`src/rtl/cf_math_pkg.sv`:
```
`default_nettype none
// ============================================================================
// Module      : cf_math_pkg
// Description : Shared elaboration-time math helpers.
// Revision    : 1.0 - initial release
// ============================================================================
package cf_math_pkg;

    // Bits needed to index num_idx entries; never less than one bit.
    function automatic int idx_width(input int num_idx);
        return (num_idx > 1) ? $clog2(num_idx) : 1;
    endfunction

endpackage
`default_nettype wire

```
`src/rtl/heaviside.sv`:
```
`default_nettype none
// ============================================================================
// Module      : heaviside
// Description : Thermometer decoder; sets lanes [0..i_idx] of the mask.
// Revision    : 1.0 - initial release
// ============================================================================
module heaviside
    import cf_math_pkg::*;
#(
    parameter int WIDTH     = 32,
    parameter int IDX_WIDTH = idx_width(WIDTH)
) (
    input  logic [IDX_WIDTH-1:0] i_idx,
    output logic [WIDTH-1:0]     o_mask
);

    // Each lane is set when it lies at or below the highest valid index.
    for (genvar i = 0; i < WIDTH; i++) begin : g_lane
        assign o_mask[i] = (IDX_WIDTH'(i) <= i_idx);
    end

endmodule
`default_nettype wire

```
`src/rtl/beat_mask_gen.sv`:
```
`default_nettype none
// ============================================================================
// Module      : beat_mask_gen
// Description : Splits a transfer length into Width-lane beats and emits a
//               lane-valid mask, last-lane index, last flag and beat number
//               for every beat.
// Revision    : 1.0 - initial release
// ============================================================================
module beat_mask_gen
    import cf_math_pkg::*;
#(
    parameter int Width    = 32,
    parameter int LenWidth = 16,
    parameter int IdxWidth = idx_width(Width)
) (
    input  logic                clk_i,
    input  logic                rst_i,
    input  logic                len_valid_i,
    output logic                len_ready_o,
    input  logic [LenWidth-1:0] len_i,
    output logic                valid_o,
    input  logic                ready_i,
    output logic [Width-1:0]    mask_o,
    output logic [IdxWidth-1:0] idx_o,
    output logic                last_o,
    output logic [LenWidth-1:0] beat_o
);

    typedef enum logic [0:0] {
        IDLE  = 1'b0,
        BURST = 1'b1
    } state_t;

    localparam logic [LenWidth-1:0] c_WIDTH_LEN  = LenWidth'(Width);
    localparam logic [IdxWidth-1:0] c_FULL_IDX   = IdxWidth'(Width - 1);

    // A length must always be able to hold at least one full beat count.
    if ((LenWidth < IdxWidth + 1) || (Width < 1)) begin : g_param_check
        $error("beat_mask_gen: LenWidth must be >= IdxWidth+1 and Width >= 1");
    end

    state_t                r_state;
    state_t                w_state_next;
    logic [LenWidth-1:0]   r_remaining;
    logic [LenWidth-1:0]   w_remaining_next;
    logic [LenWidth-1:0]   r_beat_cnt;
    logic [LenWidth-1:0]   w_beat_cnt_next;

    logic                  w_valid;
    logic                  w_full;
    logic [IdxWidth-1:0]   w_tail_idx;
    logic [IdxWidth-1:0]   w_idx;
    logic [Width-1:0]      w_hs_mask;

    // Beat decode: in BURST remaining is at least 1, so the tail index never
    // underflows; only the low IdxWidth bits of remaining-1 are ever used.
    assign w_valid    = (r_state == BURST);
    assign w_full     = (r_remaining > c_WIDTH_LEN);
    assign w_tail_idx = r_remaining[IdxWidth-1:0] - IdxWidth'(1);
    assign w_idx      = w_valid ? (w_full ? c_FULL_IDX : w_tail_idx) : '0;

    heaviside #(
        .WIDTH     (Width),
        .IDX_WIDTH (IdxWidth)
    ) u_heaviside (
        .i_idx  (w_idx),
        .o_mask (w_hs_mask)
    );

    assign len_ready_o = (r_state == IDLE);
    assign valid_o     = w_valid;
    assign idx_o       = w_idx;
    assign mask_o      = w_valid ? w_hs_mask : '0;
    assign last_o      = w_valid & ~w_full;
    assign beat_o      = w_valid ? r_beat_cnt : '0;

    // Next-state logic: accept lengths in IDLE, step through beats in BURST.
    always_comb begin
        w_state_next     = r_state;
        w_remaining_next = r_remaining;
        w_beat_cnt_next  = r_beat_cnt;
        case (r_state)
            IDLE: begin
                if (len_valid_i && (len_i != '0)) begin
                    w_state_next     = BURST;
                    w_remaining_next = len_i;
                    w_beat_cnt_next  = '0;
                end
            end
            BURST: begin
                if (ready_i) begin
                    if (!w_full) begin
                        w_state_next     = IDLE;
                        w_remaining_next = '0;
                    end else begin
                        w_remaining_next = r_remaining - c_WIDTH_LEN;
                        w_beat_cnt_next  = r_beat_cnt + LenWidth'(1);
                    end
                end
            end
            default: begin
                w_state_next = IDLE;
            end
        endcase
    end

    // State registers; reset drops any transfer in flight.
    always_ff @(posedge clk_i) begin
        if (rst_i) begin
            r_state     <= IDLE;
            r_remaining <= '0;
            r_beat_cnt  <= '0;
        end else begin
            r_state     <= w_state_next;
            r_remaining <= w_remaining_next;
            r_beat_cnt  <= w_beat_cnt_next;
        end
    end

    // Lengths are never accepted while a burst is active.
    a_no_len_in_burst : assert property (
        @(posedge clk_i) disable iff (rst_i)
        (r_state == BURST) |-> !len_ready_o
    );

    // A stalled beat holds its contents and stays valid until taken.
    a_stable_stall : assert property (
        @(posedge clk_i) disable iff (rst_i)
        (valid_o && !ready_i) |=> (valid_o && $stable(mask_o) && $stable(idx_o)
                                   && $stable(last_o) && $stable(beat_o))
    );

endmodule
`default_nettype wire

```
`config.mk`:
```
export PLATFORM = sky130hd
export DESIGN_NAME = beat_mask_gen
export DESIGN_NICKNAME = d
export VERILOG_FILES = /design/src/rtl/cf_math_pkg.sv /design/src/rtl/heaviside.sv /design/src/rtl/beat_mask_gen.sv
export SDC_FILE = /design/constraint.sdc
export NUM_CORES = 1
export LEC_CHECK = 0
export ABC_AREA = 1
export CORE_ASPECT_RATIO = 0.6
export CORE_MARGIN = 2
export CORE_UTILIZATION = 45
export CTS_CLUSTER_DIAMETER = 120
export DETAILED_ROUTE_END_ITERATION = 10
export GPL_TIMING_DRIVEN = 0
export MAX_ROUTING_LAYER = met4
export PLACE_DENSITY_LB_ADDON = 0.08
export REMOVE_ABC_BUFFERS = 1
export SKIP_LAST_GASP = 1
export SLEW_MARGIN = 30
export SYNTH_ARGS = -nofsm -noshare
export SYNTH_HDL_FRONTEND = slang
export SYNTH_SLANG_ARGS = --single-unit
```
`constraint.sdc`:
```
create_clock -name clk_i -period 4 [get_ports clk_i]
set_clock_uncertainty 0.1 [all_clocks]
set_input_delay 0.8 -clock clk_i [delete_from_list [all_inputs] [get_ports clk_i]]
set_output_delay 0.8 -clock clk_i [all_outputs]
set_load 0.02 [all_outputs]
```
==> flow_summary.toml <==
[status]
status = "finished, final reports clean"

[detailed_routing]
vias_per_cell = 4.89
drt_iter0_drc = 207
wire_per_inst_um = 12.5
drc = 0
antenna_left = 0
vias = 3066
drt-total-wl_mm = 7.82
dr.pass1.iters = 4

[cells_and_area]
final_util = 0.606
fin_nets = 565
drive_gt1_frac = 0.0902
post-route-cell-area_um2 = 3670
insertedDiodeCount = 0
area_delta_synth_final_pct = 31.4

[worst_setup_path]
slowest_delay_ns = 0.63
path_max_fanout = 12
endpoint_kind = "output port"
worstPathRequired_ns = 3.10
startpoint_type = "flip-flop"
path_cells = "inv_1 -> ha_1 -> nand2_1 -> nor2_1 -> nand2_2 -> nand2_4 -> nand2_8 -> nand2_4 -> inv_1 -> o21ai_1 -> clkdlybuf4s50_1"
worstSetupPathType = "flip-flop to output port"
reg2reg_depth = 13
cpMaxStageDelayCell = "clkdlybuf4s50_1"
crit_arrival_ns = 2.72
timing.rr.end = "r_remaining[10]"
r2r_slack_ns = 1.89
crit_end = "mask_o[3]"
reg2reg_from = "r_remaining[0]"
crit_start = "r_remaining[0]"

[cts]
clkSinkCount = 33
postCtsSetupRepairBufs = 0
clk_pin_slew_ns = 0.06
root_buffer = "clkbuf_8"
htreeDepth = 2
cts_inserted_buffers = 5
cts_resized = 0
cts_tree = "yes"
cts.path.max_buffers = 2
cts_hold_buf = 0
insertion_delay_ns = 0.29

[die]
die_area_um2 = 6870
fp.dieH_um = 65.0
rows = 22
fp.coreArea_um2 = 6060
ios = 76
fp.dieW_um = 106
initial_utilization = 0.461

[yosys]
ys_warn_count = 0
dominantRegCellSynth = "dfxtp_1"
synth_edf_count = 0
yosys.area.top_type = "dfxtp_1"
synth_common_cells = "139 x nand2_1, 79 x nor2_1, 60 x inv_1"
async_reset_ff_frac = 0
syn-cell-area_um2 = 2790
yosysTopAreaCellShare = 0.237
avgSynthCellArea_um2 = 5.88
synth.distinct_cells = 32
synth-seq-cells = 33
yosysMostFrequentCell = "nand2_1"
synth_cells = 475
yosysSeqAreaShare = 0.237
synth_area_leaders = "dfxtp_1 24%, nand2_1 19%, nor2_1 11%"

[timing]
finalHoldViolCount = 0
setup_slack_ns = 0.378
tightest_slew_ns = 0.827
slew_violations = 0
worst_hold_slack_ns = 0.373
fmax_mhz = 276
period_share = 0.906
rsz0062_at_grt = "false"
max_slew_margin = 0.447
period_minus_slack_ns = 3.62
setup_viol = 0

[job]
cap_violations = 0

[placement]
hpwl_mm = 5.82
post-place-ws_ns = 0.419
port_buffers = 75
dpl_cell_area_um2 = 3560
gp_congestion = 0.885

[hold_path]
hold_path_class = "flip-flop to flip-flop"

[global_route]
grt-ovfl-total = 0
grt_pass1_wl_mm = 12.9
grt.total_usage = 0.242
antenna_found_initial = 0
grt_max_degree = 35
grt_pass1_vias = 2622

[power_and_ir_drop]
power.static_leakage_nw = 1.70
p_per_area_nw_per_um2 = 364
peakVddDrop_mv = 0.138
cell usage in the layout, fill, tap and decap left out, types with 3 or more instances in the layout:
master / n
nand3_2: 3
a21oi_1: 25
nand2_2: 13
inv_2: 7
dfxtp_1: 32
o21ai_1: 3
nor2_2: 3
clkdlybuf4s50_1: 75
xor2_1: 10
o21ai_0: 12
clkbuf_8: 7
o21bai_1: 5
nand2_1: 139
nand3_1: 39
nor2_1: 79
xnor2_1: 3
ha_1: 3
nand4_1: 7
inv_1: 60
nand2_4: 5
metal layers:
| metal | up-vias | global-route usage | part of all wire |
|---|---|---|---|
| met5 | - | - | 0 |
| met4 | 0 | 0.0477 | 0.0068 |
| met3 | 7 | 0.0453 | 0.071 |
| met2 | 104 | 0.329 | 0.40 |
| met1 | 1344 | 0.367 | 0.52 |
| li1 | 1611 | - | - |
state kept, by name (all words and copies together), names as in the netlist:
signal,cells
r_beat_cnt,16
valid_o,1
r_remaining,16
kinds of logic after synthesis:
logic type	after synthesis	synth area share
simple gates	294	0.483
buf+inv	82	0.121
compound gates	49	0.0999
flops	33	0.237
xor+xnor	14	0.0466
fa+ha+maj	3	0.0134
through the flow:
stage / cells / power [mW] / setup TNS, ns
finish: 627 / 1.33 / 0
global route: 627 / 1.42 / 0
CTS: 627 / 1.34 / 0
detailed placement: 619 / 1.05 / 0
global placement: 619 / 1.05 / -0.978
floorplan: 460 / 0.806 / 0
power breakdown:
group          internal, mW  leakage (nW)  switching [mW]
clock network         0.156        0.0542           0.129
registers             0.351         0.270          0.0364
logic                 0.260          1.38           0.403
critical path, delay by kind of cell (launching register included):
kind | cells | cell delay, ns
AO/OA/AOI/OAI | 1 | 0.17
adder cells (fa/ha/maj) | 1 | 0.25
buffers and inverters | 3 | 0.99
flip-flops | 1 | 0.31
AND/OR/NAND/NOR | 6 | 0.71
worst min-delay path by stage:
stage,cells after the start,slack [ns],startpoint,to
4_1_cts,2,0.38,r_remaining[0],r_remaining[0]
2_1_floorplan,2,0.33,r_remaining[0],r_remaining[0]
3_5_place_dp,2,0.37,r_remaining[0],r_remaining[0]
5_1_grt,2,0.40,r_remaining[0],r_remaining[0]
6_report,2,0.37,r_remaining[0],r_remaining[0]
3_3_place_gp,2,0.35,r_remaining[0],r_remaining[0]
final cells by class:
class	count	area, µm²
inverter	67	251
clock buffer	7	96.3
tap	84	105
fill	635	2390
clock inverter	1	5.00
sequential	33	664
multi-input combinational	360	1800
timing repair buffer	75	751
Note: power is estimated with default switching activity, not from simulation.
